<file path="src/rtl/regfile_pkg.sv">
// Shared constants and types for the register-file write-back scheduler.
package regfile_pkg;

  localparam int unsigned AW       = 5;
  localparam int unsigned DW       = 32;
  localparam int unsigned NREG     = 32;
  localparam int unsigned ZERO_REG = 0;

  typedef logic [AW-1:0] reg_addr_t;
  typedef logic [DW-1:0] reg_data_t;

endpackage

</file>
<file path="src/rtl/rr_arb2.sv">
// Two-way round-robin arbiter; owns the priority pointer, grant is combinational.
module rr_arb2 (
  input  logic       Clk,
  input  logic       Rst,
  input  logic [1:0] Req,
  output logic [1:0] Gnt
);

  logic r_prio;

  always_comb begin
    Gnt = Req;
    if (Req == 2'b11) begin
      Gnt = r_prio ? 2'b10 : 2'b01;
    end
  end

  // Toggling on contention leaves the pointer on the requester that just lost.
  always_ff @(posedge Clk) begin
    if (Rst) begin
      r_prio <= 1'b0;
    end else if (Req == 2'b11) begin
      r_prio <= ~r_prio;
    end
  end

endmodule

</file>
<file path="src/rtl/regfile_wb_sched.sv">
// Write-back scheduler and busy scoreboard in front of the register file.
// Optional read bypass enabled by defining REGFILE_WB_BYPASS_EN.
module regfile_wb_sched
  import regfile_pkg::*;
(
  input  logic              Clk,
  input  logic              Rst,
  input  logic              Req0_V,
  input  reg_addr_t         Req0_A,
  input  reg_data_t         Req0_D,
  output logic              Req0_Rdy,
  input  logic              Req1_V,
  input  reg_addr_t         Req1_A,
  input  reg_data_t         Req1_D,
  output logic              Req1_Rdy,
  input  logic              Rsv_V,
  input  reg_addr_t         Rsv_A,
  output reg_addr_t         Wr,
  output reg_data_t         D,
  output logic              We,
  output logic [NREG-1:0]   Busy,
  input  reg_addr_t         Ra,
  input  reg_addr_t         Rb,
  input  reg_data_t         Qa,
  input  reg_data_t         Qb,
  output reg_data_t         Fa,
  output reg_data_t         Fb
);

  logic [1:0]      w_gnt;
  logic            w_fire;
  reg_addr_t       w_wa;
  reg_data_t       w_wd;
  logic            w_wa_nz;
  logic [NREG-1:0] w_busy_nxt;

  reg_addr_t       r_wr;
  reg_data_t       r_d;
  logic            r_we;
  logic [NREG-1:0] r_busy;

  rr_arb2 u_arb (
    .Clk (Clk),
    .Rst (Rst),
    .Req ({Req1_V, Req0_V}),
    .Gnt (w_gnt)
  );

  assign Req0_Rdy = w_gnt[0];
  assign Req1_Rdy = w_gnt[1];
  assign w_fire   = |w_gnt;
  assign w_wa     = w_gnt[1] ? Req1_A : Req0_A;
  assign w_wd     = w_gnt[1] ? Req1_D : Req0_D;
  assign w_wa_nz  = (w_wa != reg_addr_t'(ZERO_REG));

  // Set is applied after clear so a fresh reservation survives its old write-back.
  always_comb begin
    w_busy_nxt = r_busy;
    if (w_fire && w_wa_nz) begin
      w_busy_nxt[w_wa] = 1'b0;
    end
    if (Rsv_V && (Rsv_A != reg_addr_t'(ZERO_REG))) begin
      w_busy_nxt[Rsv_A] = 1'b1;
    end
  end

  always_ff @(posedge Clk) begin
    if (Rst) begin
      r_we   <= 1'b0;
      r_wr   <= '0;
      r_d    <= '0;
      r_busy <= '0;
    end else begin
      r_we   <= w_fire && w_wa_nz;
      r_busy <= w_busy_nxt;
      if (w_fire) begin
        r_wr <= w_wa;
        r_d  <= w_wd;
      end
    end
  end

  assign We   = r_we;
  assign Wr   = r_wr;
  assign D    = r_d;
  assign Busy = r_busy;

`ifdef REGFILE_WB_BYPASS_EN
  assign Fa = (r_we && (r_wr == Ra) && (Ra != reg_addr_t'(ZERO_REG))) ? r_d : Qa;
  assign Fb = (r_we && (r_wr == Rb) && (Rb != reg_addr_t'(ZERO_REG))) ? r_d : Qb;
`else
  logic w_unused_rd_addr;
  assign w_unused_rd_addr = ^{Ra, Rb};
  assign Fa = Qa;
  assign Fb = Qb;
`endif

endmodule

</file>
<file path="config.mk">
export PLATFORM = sky130hd
export DESIGN_NAME = regfile_wb_sched
export DESIGN_NICKNAME = d
export VERILOG_FILES = /design/src/rtl/regfile_pkg.sv /design/src/rtl/rr_arb2.sv /design/src/rtl/regfile_wb_sched.sv
export SDC_FILE = /design/constraint.sdc
export NUM_CORES = 1
export LEC_CHECK = 0
export ABC_CLOCK_PERIOD_IN_PS = 1900
export CAP_MARGIN = 5
export CORE_AREA = 2 2 113 115
export CTS_CLUSTER_DIAMETER = 200
export DETAILED_ROUTE_END_ITERATION = 12
export DIE_AREA = 0 0 115 117
export DONT_BUFFER_PORTS = 1
export HOLD_SLACK_MARGIN = 0.06
export MAX_ROUTING_LAYER = met4
export PLACE_DENSITY = 0.48
export SLEW_MARGIN = 20
export SYNTH_ARGS = -nofsm -noshare
export SYNTH_HDL_FRONTEND = slang
export SYNTH_SLANG_ARGS = --single-unit
export TNS_END_PERCENT = 20
</file>
<file path="constraint.sdc">
create_clock -name Clk -period 1.9 [get_ports Clk]
set_input_delay 0.57 -clock Clk [delete_from_list [all_inputs] [get_ports Clk]]
set_output_delay 0.57 -clock Clk [all_outputs]
set_load 0.02 [all_outputs]
</file>
Word-level counts from Yosys, hierarchy flattened
Index checks and enable logic that the tools add are counted.
{"block": "totals", "reg_bits": 71, "out_inout_bits": 136}
{"block": "op_classes", "magnitude_cmp": 4, "eq_ne": 1, "muxes": 10, "bitwise_logic": 4, "n_reduce_logical": 7}
{"op": "32-bit two-way mux", "count": 3}
{"op": "32-bit bitwise AND", "count": 1}
{"op": "32-bit NOT", "count": 1}
{"op": "32-bit OR", "count": 1}
{"op": "5-bit by 6-bit < comparator with 1-bit output, second input constant", "count": 2}
{"op": "1-bit demux with 5-bit select", "count": 2}
{"op": "5-bit by 1-bit >= comparator with 1-bit output, second input constant", "count": 2}
{"op": "5-bit nonzero test", "count": 2}
{"op": "5-bit two-way mux", "count": 1}
{"op": "1-bit logical AND", "count": 4}
{"op": "2-bit two-way mux", "count": 2}
{"op": "2-bit == test, second input constant", "count": 1}
{"op": "1-bit two-way mux", "count": 2}
{"op": "2-bit OR reduction", "count": 1}
{"op": "1-bit NOT", "count": 1}

Depth between registers and ports, before layout
Gate-level depths: netlist of run 1.
{"block": "depth", "depth_word": 12, "depth_mapped": 7}

Hierarchy
Synthesis of run 1 repeated with hierarchy kept, for this count alone.
{"block": "hier_totals", "hier_cells": 442, "area_unflattened_um2": 4141.5}
{"module": "regfile_wb_sched", "n_inst": 1, "cells_per_inst": 435, "area_per_inst_um2": 4076.4, "seq_area_each_um2": 1401.3}
{"module": "rr_arb2", "n_inst": 1, "cells_per_inst": 7, "area_per_inst_um2": 65.1, "seq_area_each_um2": 20.0}

Worst setup path before layout of run 1
OpenSTA, ideal clock, no wires.
{"block": "synth_path", "path_type": "input port to flip-flop", "startpoint": "input Req1_V", "endpoint": "register r_busy[8], in the netlist Busy[8]", "setup_ns": 0.135, "arrival_ns": 1.729, "path_slack_ns": 0.036, "cell_stages": 6, "n_path_buf": 2, "path_cell_list": "buf_4 > a21boi_1 > a32oi_1 > and3b_1 > buf_6 > a211oi_1"}
{"block": "synth_via", "elab_cells_between_ends": 16}
{"element": "start: declaration", "line": "regfile_wb_sched.sv:12", "source": "input logic Req1_V,"}
{"element": "2-bit == test *", "line": "rr_arb2.sv:13", "source": "if (Req == 2'b11) begin"}
{"element": "2-bit two-way mux *", "line": "rr_arb2.sv:13"}
{"element": "named net Req0_Rdy", "line": "regfile_wb_sched.sv:11", "source": "output logic Req0_Rdy,"}
{"element": "2-bit OR reduction *", "line": "regfile_wb_sched.sv:51", "source": "assign w_fire = |w_gnt;"}
{"element": "1-bit logical AND *", "line": "regfile_wb_sched.sv:59", "source": "if (w_fire && w_wa_nz) begin"}
{"element": "32-bit two-way mux *", "line": "regfile_wb_sched.sv:59"}
{"element": "32-bit OR (no source line)"}
{"element": "32-bit two-way mux *", "line": "regfile_wb_sched.sv:62", "source": "if (Rsv_V && (Rsv_A != reg_addr_t'(ZERO_REG))) begin"}
{"element": "end signal: assignment", "line": "regfile_wb_sched.sv:75", "source": "r_busy <= w_busy_nxt;"}
{"element": "end: declaration", "line": "regfile_wb_sched.sv:40", "source": "logic [NREG-1:0] r_busy;"}
Mark *: on every way through the listed nets, which the timed path passes. The rest lies on a longest branch.
A chain may end at the register's enable or synchronous reset.

Worst setup path after layout of run 1
{"block": "layout_path", "startpoint": "register u_arb.r_prio", "endpoint": "output Req1_Rdy"}
{"block": "layout_via", "elab_chain_cells": 2}
{"element": "start: declaration", "line": "rr_arb2.sv:9", "source": "logic r_prio;"}
{"element": "start signal: assignment", "line": "rr_arb2.sv:23", "source": "r_prio <= ~r_prio;"}
{"element": "2-bit two-way mux", "line": "rr_arb2.sv:14", "source": "Gnt = r_prio ? 2'b10 : 2'b01;"}
{"element": "2-bit two-way mux", "line": "rr_arb2.sv:13"}
{"element": "end: declaration", "line": "regfile_wb_sched.sv:15", "source": "output logic Req1_Rdy,"}
Every way passes these cells.

==> qor.yml, run 1 <==
crit_fanout: 20
post-route-min-period_ps: 1798
whs_ps: 312.5
crit_type: "register to primary output"
yosys.cell_types.count: 50
powerDensity_nw_per_um2: 1012
die_h_um: 117
top_usage_layer: "met2"
rows: 41
syn_area_per_cell_um2: 8.008
crit_path_cell_trace: "nand2b_2, nand2_4, clkinv_4"
ir_worst_vdd_mv: 0.4575
worstHoldStart: "Rst"
timing.rr.start: "u_arb.r_prio"
cts_num_sinks: 71
cp-start-kind: "register"
fin_area_um2: 3993
setup_violations: 0
syn_area_um2: 3980
fill_cells: 1295
critPathMaxStageDelay_ps: 330
grt_use_met3: 0.05922
maxSlewViolCount: 0
grt_pass1_vias: 3022
dr_total_vias: 3256
antenna_found_initial: 0
cp_slowest_cell: "dfxtp_1"
hold_path_class: "input port to register"
skew_ps: 7.344
outcome: "finished clean"
dieWidth_um: 115
syn-instance-count: 497
hold_buffers: 0
cts_tree: "done"
track_usage: 0.1712
grt_max_degree: 75
num_antenna_cells: 0
dieArea_um2: 13460
first_iter_violations: 303
tightest_slew_ps: 502.9
start_util: 0.3233
hold_path_depth: 1
fin_ws_ps: 101.9
max_freq_ghz: 0.5561
met1_usage: 0.2049
post-dp-hpwl_mm: 8.656
pre_cts_ws_ps: 39.89
rsz0062_at_grt: "false"
core-area_um2: 12310
cts.clk_slew.worst_paths_ps: 60
ios: 294
synth-seq-cells: 71
holdPathEnd: "Busy[12]"
dpl_cell_area_um2: 3640
place_congestion: 0.8259
area_growth_pct: 0.3144
synth-main-ff-cell: "dfxtp_1"
finalHoldViolations: 0
cts_buffers: 9
r2r_end: "Busy[1]"
grt_pass1_wl_mm: 17.11
synth_warnings: 0
syn-num-nets: 655
p_leak_nw: 1.489
wl_per_cell_um: 20.51
cp-end-kind: "primary output"
fin_crit_sh: 0.9464
viasPerCell: 5.633
first_pass_iters: 4
fin_nets: 581
register_area_um2: 1421
rrSetupSlack_ps: 200
reg2reg_depth: 4
setup_tns_ps: 0
drive_above_1_share: 0.1005
wirelength_mm: 11.85
h-tree-depth: 3
drv_cap: 0
synth-async-reset-ratio: 0
relSlewSlack: 0.6644
ant_nets: 0
multi_input_area_um2: 1849
clk_latency_ps: 340
synth_edf_count: 0
arrival_ps: 1230
drc: 0
clockBufferDepth: 2
cts-root-buf: "clkbuf_16"
grt-ovfl-total: 0
seq_area_frac_synth: 0.3571
met2_usage: 0.2549
numPortBuffers: 0
critPathRequiredTime_ps: 1330
[critical path: cells and delay by family, from the launching register on]
family | cells | cell delay, ps
simple gates | 2 | 380
flops | 1 | 330
buf+inv | 1 | 170
[sequential cells by signal, summed over array words and instances (netlist names)]
register	cells
u_arb.r_prio	1
We	1
Busy	32
Wr	5
D	32
[what timing repair did]
action,in CTS,in global routing
buffers inserted,0,0
resized for setup,1,1
setup endpoints to repair,1,1
[cells in the final DEF, fill, tap and decap left out, types with 2 or more instances in the layout]
cell / netlist / layout
bufinv_16: 0 / 3
and3b_1: 5 / 5
dfxtp_1: 71 / 71
nand4b_1: 3 / 3
a22oi_1: 24 / 24
o21ai_0: 9 / 9
a211oi_1: 13 / 13
nand2b_1: 12 / 11
a311oi_1: 36 / 36
buf_4: 69 / 13
or3b_1: 2 / 2
nand2_1: 85 / 85
clkbuf_16: 0 / 9
o32ai_1: 5 / 5
o211ai_1: 2 / 2
nor3_1: 2 / 2
nor2_1: 53 / 53
o2111ai_1: 5 / 5
nand3b_1: 2 / 2
nor3b_1: 5 / 5
a21oi_1: 15 / 15
buf_12: 0 / 2
nand3_1: 2 / 2
o21ai_1: 3 / 3
nand4_1: 4 / 4
a2111o_1: 3 / 3
clkinv_2: 1 / 2
nor2b_1: 5 / 5
inv_1: 10 / 10
[per-layer routing]
| metal | part of all wire | up-vias |
|---|---|---|
| li1 | - | 1558 |
| met1 | 0.41 | 1519 |
| met2 | 0.48 | 133 |
| met3 | 0.088 | 46 |
| met4 | 0.029 | 0 |
| met5 | 0 | - |
[layout make-up]
type | instances | share of cell area
multi-input cells | 314 | 0.4632
flip-flops and latches | 71 | 0.3560
clock buffers | 10 | 0.05986
well taps | 150 | 0.04701
repair buffers | 15 | 0.03447
clock inverters | 6 | 0.02695
inverters | 12 | 0.01254
[cell usage after synthesis, types with 2 or more instances]
cell	number	area share
a2111o_1	3	0.0085
a211oi_1	13	0.025
a21oi_1	15	0.019
a22oi_1	24	0.045
a311oi_1	36	0.079
and3b_1	5	0.011
buf_2	7	0.0088
buf_4	69	0.13
buf_6	3	0.0085
clkbuf_1	20	0.019
dfxtp_1	71	0.36
inv_1	10	0.0094
nand2_1	85	0.080
nand2b_1	12	0.019
nand3_1	2	0.0025
nand3b_1	2	0.0038
nand4_1	4	0.0063
nand4b_1	3	0.0066
nor2_1	53	0.050
nor2b_1	5	0.0079
nor3_1	2	0.0025
nor3b_1	5	0.0094
o2111ai_1	5	0.011
o211ai_1	2	0.0038
o21ai_0	9	0.011
o21ai_1	3	0.0038
o32ai_1	5	0.011
or3b_1	2	0.0044
[power by group]
| part | leakage [nW] | switching [mW] | internal [mW] |
|---|---|---|---|
| sequential | 0.583 | 0.150 | 1.57 |
| clock | 0.168 | 0.648 | 1.31 |
| combinational | 0.737 | 0.214 | 0.147 |
[metrics by stage]
step | cells | utilization | power [mW]
2_1_floorplan | 497 | - | 2.248
3_3_place_gp | 562 | 0.2956 | 2.107
3_5_place_dp | 562 | 0.2956 | 2.114
4_1_cts | 578 | 0.3241 | 4.104
5_1_grt | 578 | 0.3243 | 4.228
6_report | 578 | 0.3243 | 4.041
[how the worst max path moves through the flow]
stage / startpoint / end / slack (ps)
finish: u_arb.r_prio / Req1_Rdy / 100
global route: u_arb.r_prio / Req1_Rdy / 50
CTS: u_arb.r_prio / Req1_Rdy / 30
global placement: Req0_V / Busy[1] / 50
detailed placement: Req0_V / Busy[1] / 40
floorplan: Req1_V / Busy[8] / 40
[kinds of logic after synthesis]
logic type      Yosys count  share of synthesized area
mux                       1                   0.002829
compound gates          123                     0.2355
buf+inv                 112                     0.1789
xor+xnor                  1                   0.002201
simple gates            189                     0.2235
flops                    71                     0.3571
No activity file was read; power rests on OpenSTA's default activity.
==> run 2, diff against run 1 <==
--- a/config.mk
+++ b/config.mk
@@ -6,7 +6,6 @@
 export NUM_CORES = 1
 export LEC_CHECK = 0
 export ABC_CLOCK_PERIOD_IN_PS = 1900
-export CAP_MARGIN = 5
 export CORE_AREA = 2 2 113 115
 export CTS_CLUSTER_DIAMETER = 200
 export DETAILED_ROUTE_END_ITERATION = 12
==> results of run 2 <==
No change in the layout: final DEF, timing and power equal those of run 1.
==> RTL change 1 (settings of run 2) <==
Build with the macro `REGFILE_WB_BYPASS_EN` defined.
--- a/src/rtl/regfile_wb_sched.sv
+++ b/src/rtl/regfile_wb_sched.sv
@@ -1,5 +1,7 @@
 // Write-back scheduler and busy scoreboard in front of the register file.
 // Optional read bypass enabled by defining REGFILE_WB_BYPASS_EN.
+`define REGFILE_WB_BYPASS_EN
+
 module regfile_wb_sched
   import regfile_pkg::*;
 (
Behaviour: not the same (a bounded check fails within 4 cycles, from zero or initial values and one cycle with Rst high).
==> RTL change 1 against run 2 <==
  * The run now ends with setup timing left
  * Cell area rose by 40%
  * Synthesized area up 8.0%
  * Cell count grew 20%
  * Die area stayed put
  * Sequential cell count stayed put
  * Setup slack lost 0.71 ns
  * Routed wire length grew 43%
  * Largest cell class unchanged
Power is not compared: it rests on default switching activity, and its combinational part moved more than twofold at a synthesized area within 25%.
==> RTL change 1: results (changes against run 2) <==
vias in the first global route=4043 (+34%); largest cells by area after synthesis=dfxtp_1, mux2_2, a311oi_1; Post-Synth XOR/XNOR Area=1.835% (+1.6 points); CTS resizes=32 (+31); DR vias=4221 (+30%); largest fanout on the critical path=8 (-60%); Global Route Usage Sum=24.60% (+7.5 points); layout net count=697 (+20%); Worst path slowest cell=o41ai_2; Initial DRC Count=247 (-18%); CP Launch Point=Wr[0]; status=finished, violations left; setup slack at placement=-0.5091 ns (-0.5490 ns); max incr delay on CP=0.43 ns (+0.10 ns); setup bufs post-CTS=5 (+5); post-synth cell types=49 (-2.0%); violated checks=setup timing; largest net degree at the start of global routing=72 (-4.0%); final setup margin=-0.6102 ns (-0.7120 ns); Setup Viol. Count Final=64 (+64); mux cell area share after synthesis=17.04% (+17 points); Via density=6.082 (+8.0%); Mean Syn Cell Area=8.458 sq um (+5.6%); post-synthesis sequential area ratio=33.08% (-2.6 points); detailed placer's ending HPWL=12100 um (+40%); Synth top cells by count=nand2_1, dfxtp_1, mux2_2; Setup TNS Final=-37.76 ns (-37.76 ns); Setup Skew=0.003653 ns (-0.003691 ns); slew margin rel.=62.28% (-4.2 points); total wire length=16900 um (+43%); worst path arrival time=1.94 ns (+0.71 ns); Pre-antenna DRT Iters=5 (+1)
[RTL change 1: changes by cell type after synthesis, moves of 8 or more]
cell | before | now
a32o_1 | 0 | 10
xnor2_1 | 1 | 9
a22o_1 | 0 | 8
buf_4 | 69 | 0
nand2b_1 | 12 | 1
a22oi_1 | 24 | 10
nand2_1 | 85 | 95
mux2_2 | 0 | 60
[RTL change 1: final cells by class]
| cell class | count | area, sq um |
|---|---|---|
| timing repair buffer | 58 | 595.6 |
| multi-input combinational | 391 | 3038 |
| tap | 150 | 187.7 |
| inverter | 8 | 32.53 |
| fill | 1193 | 6738 |
| sequential | 71 | 1439 |
| clock buffer | 9 | 225.2 |
| clock inverter | 7 | 56.30 |
[RTL change 1: metal layers]
metal	up-vias	part of all wire, %	track usage, %
met1	2060	37	26.31
met4	0	2.4	9.398
li1	1962	-	-
met2	175	54	43.45
met5	-	0	-
met3	24	6.5	6.797
[RTL change 1: report_power, final]
part | internal [uW] | switching (uW)
sequential | 1570 | 185
combinational | 362 | 442
clock | 899 | 722
total | 2830 | 1350
[RTL change 1: worst max-delay path: cells and delay by family (launching register included)]
kind	cells	cell delay, ns
multiplexers	1	0.34
flip-flops	1	0.37
buffers and inverters	2	0.31
AO/OA/AOI/OAI	2	0.56
[RTL change 1: cell families (layout without fill, tap and decap cells)]
group	Yosys count	count (layout)
DFF	71	71
xor gates and xnor gates	9	9
AOI/OAI and AO/OA	124	124
muxes	65	65
buffers and inverters	46	82
and+or+nand+nor	193	193
[RTL change 1: path summary, 6_finish.rpt]
check,to,slack (ns),cells past startpoint
worst min register to register,Wr[4],0.55,2
worst max register to register,D[24],0.16,7
worst min-delay path,Busy[24],0.30,1
worst max-delay path,Fb[22],-0.61,5
==> RTL change 2 (settings of run 2) <==
Made on the original files. Reset style: asynchronous (`Rst`), changed in 2 clocked blocks.
--- a/src/rtl/rr_arb2.sv
+++ b/src/rtl/rr_arb2.sv
@@ -16,7 +16,7 @@
   end
 
   // Toggling on contention leaves the pointer on the requester that just lost.
-  always_ff @(posedge Clk) begin
+  always_ff @(posedge Clk or posedge Rst) begin
     if (Rst) begin
       r_prio <= 1'b0;
     end else if (Req == 2'b11) begin
--- a/src/rtl/regfile_wb_sched.sv
+++ b/src/rtl/regfile_wb_sched.sv
@@ -64,7 +64,7 @@
     end
   end
 
-  always_ff @(posedge Clk) begin
+  always_ff @(posedge Clk or posedge Rst) begin
     if (Rst) begin
       r_we   <= 1'b0;
       r_wr   <= '0;
Function: differs if Rst is asserted again (counterexample within 4 cycles, from zero or initial values and one cycle with Rst high); with Rst held inactive, the same outputs for 10 cycles.
==> RTL change 2 against run 2 <==
  * Setup slack got worse by 0.034 ns
  * Sequential cell count stayed put
  * Via count up 3.4%
  * Critical path depth is the same
  * Non-clock buffer count rose by 6
  * Routed wire length increased by 4.7%
  * Cell area up 14%
  * Synthesized area is 12% higher
Power is not compared: it rests on default switching activity, and its combinational part moved more than twofold at a synthesized area within 25%.
==> RTL change 2: results (changes against run 2) <==
max incr delay on CP=0.39 ns (+0.06 ns); setup bufs post-CTS=0 (unchanged); Async SR Flop Fraction=100.0% (+100 points); Worst Tran Pin Value=0.5578 ns (+0.05491 ns); Num CTS Buffers=9 (unchanged); first-pass GRT wire length=18880 um (+10%); total wire length=12410 um (+4.7%); Global Route Usage Sum=18.99% (+1.9 points); Placed Area=0.004209 sq mm (+16%); complex-gate fraction of the synthesized area=28.72% (+5.2 points); Worst path slowest cell=dfrtp_1; Clock Latency Late Sink=0.34 ns (about the same); Syn Inst Count=490 (-1.4%); Cell Area, Synth=0.004466 sq mm (+12%); share of layout cells above drive strength 1=12.67% (+2.6 points); Post-Syn Nets=648 (-1.1%); Root Driver=clkbuf_16; Post-Synth XOR/XNOR Area=0.1961% (-0.024 points); largest fanout on the critical path=7 (-65%); Synth top cells by count=a21oi_1, dfrtp_1, buf_4; Initial DRC Count=197 (-35%); Pre-antenna DRT Iters=4 (unchanged); H-tree depth=3 (unchanged); worst hold path type=input port to asynchronous set/reset pin; status=complete, no violations; YS warnings=0 (unchanged); Clock Pin Slew Worst Setup and Hold Paths=0.06 ns (about the same); initial antenna violation count=0 (unchanged); Setup Skew=0.005361 ns (-0.001983 ns); detailed placer's ending HPWL=8947 um (+3.4%); post-synthesis sequential area ratio=39.79% (+4.1 points); vias in the first global route=3299 (+9.2%); P_leak=0.001812 uW; Post-Synth Adder-Cell Area=0% (unchanged); largest net degree at the start of global routing=72 (-4.0%); most common cell in the netlist=a21oi_1; mux cell area share after synthesis=0.2242% (-0.059 points); post-synth cell types=47 (-6.0%); maximum vdd drop=0.4477 mV; placed cells=569 (+1.2%); Via density=5.765 (+2.3%); number of port buffers=0 (unchanged); clk buf depth=2 (unchanged); non-filler cells, final=584 (+1.0%); layout net count=587 (+1.0%); CP delay by family, top=flip-flops; worst path arrival time=1.26 ns (+0.03 ns); Final Wtd Congestion=0.8483 (+2.7%); top_reg_cell synth=dfrtp_1; largest cells by area after synthesis=dfrtp_1, buf_4, a21oi_1; n_diodes=0 (unchanged)
## RTL change 2: timing repair
| item | CTS | global route |
|---|---|---|
| pin swaps | 1 | 0 |
| setup endpoints to repair | 2 | 1 |
| gates resized for setup | 2 | 2 |
## RTL change 2: routing by layer
metal / wire [um] / global-route usage [%] / up-vias / part of all wire [%]
met5: 0 / - / - / 0
met4: 214 / 7.470 / 0 / 1.7
met3: 1040 / 6.282 / 23 / 8.4
met2: 6288 / 30.78 / 145 / 51
met1: 4869 / 21.88 / 1620 / 39
li1: - / - / 1579 / -
## RTL change 2: where the power goes
group	switching (uW)	total, uW	internal [uW]
Clock	691	1880	1190
Sequential	879	2830	1950
Combinational	630	1100	469
Total	2200	5810	3610
## RTL change 2: layout make-up
class	count	area [sq um]
fill	1282	7767
timing repair buffer	21	177.7
inverter	22	86.33
clock buffer	10	239.0
multi-input combinational	304	1984
clock inverter	6	92.59
tap	150	187.7
sequential	71	1777
## RTL change 2: stage by stage
step | power, uW | hold WS, ns | TNS [ns] | util, % | setup WS (ns)
final | 5813 | 0.2045 | 0 | 36.91 | 0.06775
after global routing | 6121 | 0.2292 | 0 | 36.91 | 0.01232
after CTS | 5892 | 0.2175 | 0 | 36.88 | 0.002984
after detailed placement | 3958 | 0.5070 | -0.03557 | 34.19 | -0.03195
after global placement | 3935 | 0.5063 | -0.008941 | 34.19 | -0.008941
after floorplan | 3855 | 0.5382 | -0.3488 | - | -0.3086
## RTL change 2: final timing paths
kind	startpoint	to	slack, ns	cells after the start
max reg2reg	u_arb.r_prio	Busy[29]	0.13	5
max	u_arb.r_prio	Req1_Rdy	0.07	3
min in group Clk	Rsv_A[1]	Busy[28]	0.33	1
max in group asynchronous	Rst	Busy[4]	1.39	2
min	Rst	Wr[4]	0.20	2
min reg2reg	Busy[0]	Busy[0]	0.51	0
